### config.mk
export PLATFORM = sky130hd
export DESIGN_NAME = blake2_input_driver
export DESIGN_NICKNAME = d
export VERILOG_FILES = /design/src/rtl/blake2_input_driver.sv
export SDC_FILE = /design/constraint.sdc
export NUM_CORES = 1
export LEC_CHECK = 0
export CAP_MARGIN = 20
export CORE_ASPECT_RATIO = 0.8
export CORE_MARGIN = 2
export CORE_UTILIZATION = 32
export CTS_BUF_LIST = sky130_fd_sc_hd__clkbuf_2
export CTS_CLUSTER_DIAMETER = 40
export DETAILED_ROUTE_END_ITERATION = 8
export PLACE_DENSITY_LB_ADDON = 0.15
export SLEW_MARGIN = 10
export SYNTH_ARGS = -nofsm -noshare
export SYNTH_HDL_FRONTEND = slang
export SYNTH_SLANG_ARGS = --single-unit
### constraint.sdc
create_clock -name clk -period 28.8 [get_ports clk]
set_input_delay 2.88 -clock clk [delete_from_list [all_inputs] [get_ports clk]]
set_output_delay 2.88 -clock clk [all_outputs]
set_load 0.005 [all_outputs]
### src/rtl/blake2_input_driver.sv
// Blake2 input-stream driver: serialises parameter sets and 512-bit
// message blocks into the byte-wide valid/cmd/data command stream.
module blake2_input_driver #(
    parameter int BLOCK_BYTES = 64,
    parameter int CFG_BYTES   = 3
) (
    input  logic                     clk,
    input  logic                     reset,
    input  logic                     cfg_v_i,
    output logic                     cfg_ready_o,
    input  logic [7:0]               kk_i,
    input  logic [7:0]               nn_i,
    input  logic [7:0]               ll_i,
    input  logic                     block_v_i,
    output logic                     block_ready_o,
    input  logic [8*BLOCK_BYTES-1:0] block_i,
    input  logic                     block_first_i,
    input  logic                     block_last_i,
    output logic                     valid_o,
    input  logic                     ready_i,
    output logic [1:0]               cmd_o,
    output logic [7:0]               data_o,
    output logic                     msg_done_o,
    output logic                     busy_o
);

    localparam int CW = $clog2(BLOCK_BYTES);
    localparam int SW = 8 * BLOCK_BYTES;

    localparam logic [1:0] CMD_CONF  = 2'd0;
    localparam logic [1:0] CMD_START = 2'd1;
    localparam logic [1:0] CMD_DATA  = 2'd2;
    localparam logic [1:0] CMD_LAST  = 2'd3;

    typedef enum logic [1:0] {
        S_IDLE = 2'd0,
        S_CFG  = 2'd1,
        S_BLK  = 2'd2
    } state_t;

    state_t          state_q;
    state_t          state_d;
    logic [CW-1:0]   cnt_q;
    logic [SW-1:0]   sh_q;
    logic            first_q;
    logic            last_q;
    logic            in_msg_q;
    logic            msg_done_q;

    logic            cfg_acc;
    logic            blk_acc;
    logic            xfer;
    logic            cfg_end;
    logic            blk_end;

    assign cfg_ready_o   = (state_q == S_IDLE) & ~in_msg_q;
    assign block_ready_o = (state_q == S_IDLE) & ~(cfg_v_i & cfg_ready_o);

    assign cfg_acc = cfg_v_i & cfg_ready_o;
    assign blk_acc = block_v_i & block_ready_o;
    assign xfer    = valid_o & ready_i;
    assign cfg_end = cnt_q == CW'(CFG_BYTES - 1);
    assign blk_end = cnt_q == CW'(BLOCK_BYTES - 1);

    // State register.
    always_ff @(posedge clk or posedge reset) begin
        if (reset) begin
            state_q <= S_IDLE;
        end else begin
            state_q <= state_d;
        end
    end

    // Next state: leave IDLE on an accept, return after the final byte.
    always_comb begin
        state_d = state_q;
        unique case (state_q)
            S_IDLE: begin
                if (cfg_acc) begin
                    state_d = S_CFG;
                end else if (blk_acc) begin
                    state_d = S_BLK;
                end
            end
            S_CFG: begin
                if (xfer && cfg_end) begin
                    state_d = S_IDLE;
                end
            end
            S_BLK: begin
                if (xfer && blk_end) begin
                    state_d = S_IDLE;
                end
            end
            default: state_d = S_IDLE;
        endcase
    end

    // Shift register, byte counter and message tracking.
    always_ff @(posedge clk or posedge reset) begin
        if (reset) begin
            sh_q       <= '0;
            cnt_q      <= '0;
            first_q    <= 1'b0;
            last_q     <= 1'b0;
            in_msg_q   <= 1'b0;
            msg_done_q <= 1'b0;
        end else begin
            msg_done_q <= xfer & (state_q == S_BLK) & blk_end & last_q;
            if (cfg_acc) begin
                sh_q  <= {{(SW - 24){1'b0}}, ll_i, nn_i, kk_i};
                cnt_q <= '0;
            end else if (blk_acc) begin
                sh_q    <= block_i;
                cnt_q   <= '0;
                first_q <= block_first_i;
                last_q  <= block_last_i;
                if (block_first_i) begin
                    in_msg_q <= 1'b1;
                end
            end else if (xfer) begin
                sh_q  <= sh_q >> 8;
                cnt_q <= cnt_q + CW'(1);
                if ((state_q == S_BLK) && blk_end && last_q) begin
                    in_msg_q <= 1'b0;
                end
            end
        end
    end

    // Stream outputs decoded from the registered state and counter.
    always_comb begin
        valid_o    = 1'b0;
        busy_o     = 1'b0;
        cmd_o      = CMD_CONF;
        data_o     = 8'h00;
        msg_done_o = msg_done_q;
        unique case (state_q)
            S_IDLE: begin
                valid_o = 1'b0;
            end
            S_CFG: begin
                valid_o = 1'b1;
                busy_o  = 1'b1;
                cmd_o   = CMD_CONF;
                data_o  = sh_q[7:0];
            end
            S_BLK: begin
                valid_o = 1'b1;
                busy_o  = 1'b1;
                data_o  = sh_q[7:0];
                if ((cnt_q == '0) && first_q) begin
                    cmd_o = CMD_START;
                end else if (blk_end && last_q) begin
                    cmd_o = CMD_LAST;
                end else begin
                    cmd_o = CMD_DATA;
                end
            end
            default: valid_o = 1'b0;
        endcase
    end

endmodule

Yosys cells after proc, flatten, opt, wreduce, memory -nomap -nowiden
Cells that the tools add are included.
{"block": "word_totals", "register_bits": 524, "out_inout_bits": 15, "wordCells": 61}
{"block": "op_classes", "n_reduce_logical": 15, "n_eq_ne": 8, "muxes": 20, "n_addsub": 1, "n_bitwise": 10}
{"op": "512-bit two-way mux", "count": 3}
{"op": "6-bit two-way mux", "count": 3}
{"op": "2-bit two-way mux", "count": 6}
{"op": "1-bit AND", "count": 8}
{"op": "8-bit two-way mux", "count": 1}
{"op": "6-bit by 1-bit adder with 6-bit output (second input constant)", "count": 1}
{"op": "6-bit by 2-bit equality test with 1-bit output (second input constant)", "count": 1}
{"op": "6-bit equality test (second input constant)", "count": 1}
{"op": "1-bit logical AND", "count": 6}
{"op": "6-bit zero test", "count": 1}
{"op": "1-bit two-way mux", "count": 6}
{"op": "2-bit inequality test (second input constant)", "count": 3}
{"op": "2-bit case mux with 3 select lines", "count": 1}
{"op": "4-bit AND reduction", "count": 1}
{"op": "2-bit nonzero test", "count": 2}
{"op": "3-bit inequality test (second input constant)", "count": 1}
{"op": "3-bit AND reduction", "count": 1}
{"op": "3-bit nonzero test", "count": 1}
{"op": "2-bit by 1-bit equality test with 1-bit output (second input constant)", "count": 1}
{"op": "2-bit equality test (second input constant)", "count": 1}
{"op": "2-bit zero test", "count": 1}
{"op": "1-bit NOT", "count": 2}
{"op": "2-bit AND reduction", "count": 1}
{"op": "2-bit OR reduction", "count": 1}

Depth between registers and ports, before layout
{"block": "logic_depth", "depth_word": 9, "mapped_depth": 10, "mapped_depth_nobuf": 6}

Least setup slack after synthesis
OpenSTA, ideal clock, no wires.
{"block": "synth_path", "path_type": "input to output", "start": "input port cfg_v_i", "end": "output port block_ready_o", "n_path_buf": 0, "arrival_time_ns": 3.073, "stages": 3, "setup_slack_ns": 22.847, "cell_sequence": "nand2b_4 -> nand2_1 -> inv_1"}
{"block": "synth_between", "elab_chain_len": 3}
{"element": "start: declaration", "line_no": "9", "rtl": "input logic cfg_v_i,"}
{"element": "1-bit AND", "line_no": "57", "rtl": "assign block_ready_o = (state_q == S_IDLE) & ~(cfg_v_i & cfg_ready_o);"}
{"element": "1-bit NOT (no source line)"}
{"element": "1-bit AND", "line_no": "57"}
{"element": "end: declaration", "line_no": "15", "rtl": "output logic block_ready_o,"}
No other way between the ends.

Final worst setup path
Ends and elaborated chain as after synthesis.

==> summary.txt <==
GRT
  – Total track usage: 19.54%
  – Largest net degree at the start of global routing: 176
  – Grt total ovfl: 0
  – First-pass GRT wire length: 130900 um
  – Initial antenna violation count: 13
  – Vias in the first global route: 21800

Floorplanning
  – Die area: 86280 um^2
  – Num ports: 558
  – Initial Utilization: 32.14%
  – Cell Rows: 95
  – Core area: 83560 um^2
  – Die Height: 263.1 um
  – Chip Width: 327.9 um

Clocking
  – Worst-path clk slew: 90 ps
  – CTS tree: built
  – CTS resizes: 0
  – Clk Latency, worst-skew pair: 1310 ps
  – Post-CTS Setup Inserts: 0
  – CTS Sinks: 524
  – Hold_buf cts: 0
  – Root Driver: clkbuf_2
  – CTS max path bufs: 3
  – H-tree depth: 4
  – Num CTS Buffers: 145

STA
  – Final setup fails: 0
  – RSZ-0062 raised after global routing: false
  – Setup Skew: 90.43 ps
  – Tmin final: 7011 ps
  – Fmax: 142.6 MHz
  – Least-Margin Pin Slew: 1221 ps
  – PnR worst setup slack: 21790 ps
  – Crit share post-route: 24.34%
  – Worst relative slew slack: 18.61%
  – Max-slew violation count: 0
  – Final setup TNS: 0 ps
  – Final hold vios: 0

Placement
  – Port bufs: 557
  – Dpl hpwl: 57900 um
  – GPL Wtd Cong: 0.8195
  – Dpl ws: 20840 ps

Outcome
  – Status: finished clean

Layout
  – Layout Nets: 3430
  – Area added between synthesis and finish: 26.58%
  – Share of post-route cells with drive strength above 1: 14.75%

Drt
  – DRC: 0
  – DR iter-0 viols: 1318
  – Routed wire length per instance: 20.83 um
  – Via density: 5.048
  – Final ANT Viol Nets: 0
  – Overall routed net length: 85280 um
  – Pre-antenna DRT Iters: 5
  – Vias: 20670

Synthesis
  – Ys async rst share: 100.0%
  – Most common cell in the netlist: dfrtp_1
  – Number of synthesized flops with an enable pin: 0
  – Register bit total from synthesis: 524
  – Synth cell types: 40
  – Mapped Area: 26860 um^2
  – Main synth FF type: dfrtp_1
  – Area leader, netlist: dfrtp_1
  – Largest cells by area after synthesis: dfrtp_1, mux2i_1, o31ai_2
  – Syn Area/Cell: 11.29 um^2
  – Syn nets: 2927
  – Post-Synthesis Cells: 2378
  – Warning count from the yosys run: 0
  – Top cell type's share of synthesized area: 48.82%
  – Top cells by count, synth: dfrtp_1, mux2i_1, nand2_1
  – Seq/Total Area, Yosys: 48.82%

Worst setup path
  – Setup crit end: block_ready_o
  – Worst setup SP type: input pin
  – Req. time, crit path: 25920 ps
  – Top delay family on crit path: buffers and inverters
  – Reg-to-reg critical path startpoint: state_q[1]
  – CP max-delay cell: clkdlybuf4s50_1
  – R2r setup slk: 23490 ps
  – Worst path bufs/invs: 3
  – CP Capture Type: output pin
  – CP Depth: 5
  – CP max stage delay: 490 ps
  – R2R Path End: sh_q[393]
  – Arrival time at the worst endpoint: 4130 ps
  – Critical-path cell list: clkdlybuf4s50_1 > nand2b_4 > nand2_1 > inv_1 > clkdlybuf4s50_1
  – Kind of critical path: in2out
  – R2r worst-path depth: 8
  – Worst-path maximum fanout: 3
  – Crit. Startpoint: cfg_v_i
  – CP dominant cell by count: clkdlybuf4s50_1

Power
  – PwrDens: 90.19 nW/um^2
  – Leak Pwr: 0.01493 uW
  – Tot Pwr: 3066 uW
  – VDD IR max: 0.00004761 V

Hold path
  – Worst Hold Class: reg2reg

Run
  – Max-cap violations: 0
==> worst reg2reg max path, delay by kind of cell (launching register included) <==
| kind | cells | cell delay, ps |
|---|---|---|
| flops | 1 | 430 |
| simple gates | 1 | 920 |
| compound gates | 1 | 240 |
| buf+inv | 5 | 3190 |
| fa+ha+maj | 1 | 370 |
==> registers in the layout, indices dropped and copies added, names as in the netlist <==
register / flops
first_q: 1
sh_q: 512
cnt_q: 6
last_q: 1
state_q: 2
msg_done_o: 1
in_msg_q: 1
==> placed cells by master (no fill, tap or decap), drive strengths merged, types with 4 or more instances in the layout <==
master and n:
clkinv 16, a211oi 183, dfrtp 524, ha 6
o21ai 26, nor2 191, and3 27, diode 10
clkbuf 212, a22o 9, mux2i 504, inv 12
a32oi 24, nand2 308, clkdlybuf4s50 557, buf 34
and2 12, xor2 4, o31ai 297
==> worst min-delay path by stage <==
| stage | depth (start not counted) | start | to | slack (ps) |
|---|---|---|---|---|
| 2_1_floorplan | 2 | first_q | first_q | 440 |
| 3_3_place_gp | 2 | first_q | first_q | 460 |
| 3_5_place_dp | 2 | first_q | first_q | 460 |
| 4_1_cts | 2 | first_q | first_q | 490 |
| 5_1_grt | 1 | sh_q[507] | sh_q[507] | 520 |
| 6_report | 2 | first_q | first_q | 490 |
==> cell families after synthesis <==
| kind of cell | after synthesis | synth area share, % |
|---|---|---|
| flip-flops | 524 | 48.82 |
| multiplexers | 504 | 18.78 |
| XOR/XNOR | 5 | 0.1630 |
| AND/OR/NAND/NOR | 549 | 8.218 |
| buffers and inverters | 242 | 5.367 |
| AO/OA/AOI/OAI | 548 | 18.36 |
| adder cells (fa/ha/maj) | 6 | 0.2795 |
==> per-layer routing <==
| layer | track usage, % | vias up | part of all wire (%) |
|---|---|---|---|
| met3 | 4.740 | 117 | 4.7 |
| met5 | 0 | - | 0.099 |
| met4 | 5.455 | 14 | 1.6 |
| met2 | 31.24 | 476 | 47 |
| met1 | 26.30 | 10270 | 46 |
| li1 | - | 9792 | - |
==> through the flow <==
stage	util (%)	hold slack (ps)	cells	instance area [um^2]
CTS	40.53	488.8	4080	33870
global route	40.67	522.8	4089	33980
finish	40.68	485.7	4094	34000
global placement	39.13	462.7	3845	32700
floorplan	-	437.9	2378	26860
detailed placement	39.13	464.4	3845	32700
==> where the power goes <==
part,internal (uW),switching (uW),total (uW)
sequential,1100,241,1340
clock,194,326,520
combinational,599,609,1210
total,1890,1180,3070
==> cell type report <==
| cell class | instances | area, um^2 |
|---|---|---|
| clock inverters | 23 | 108.9 |
| well taps | 1115 | 1395 |
| flip-flops and latches | 524 | 13110 |
| diodes | 10 | 25.02 |
| repair buffers | 591 | 5928 |
| fillers | 8091 | 49570 |
| multi-input cells | 1612 | 12330 |
| clock buffers | 212 | 1061 |
| inverters | 7 | 33.78 |
Note: power is estimated with default switching activity, not from simulation.
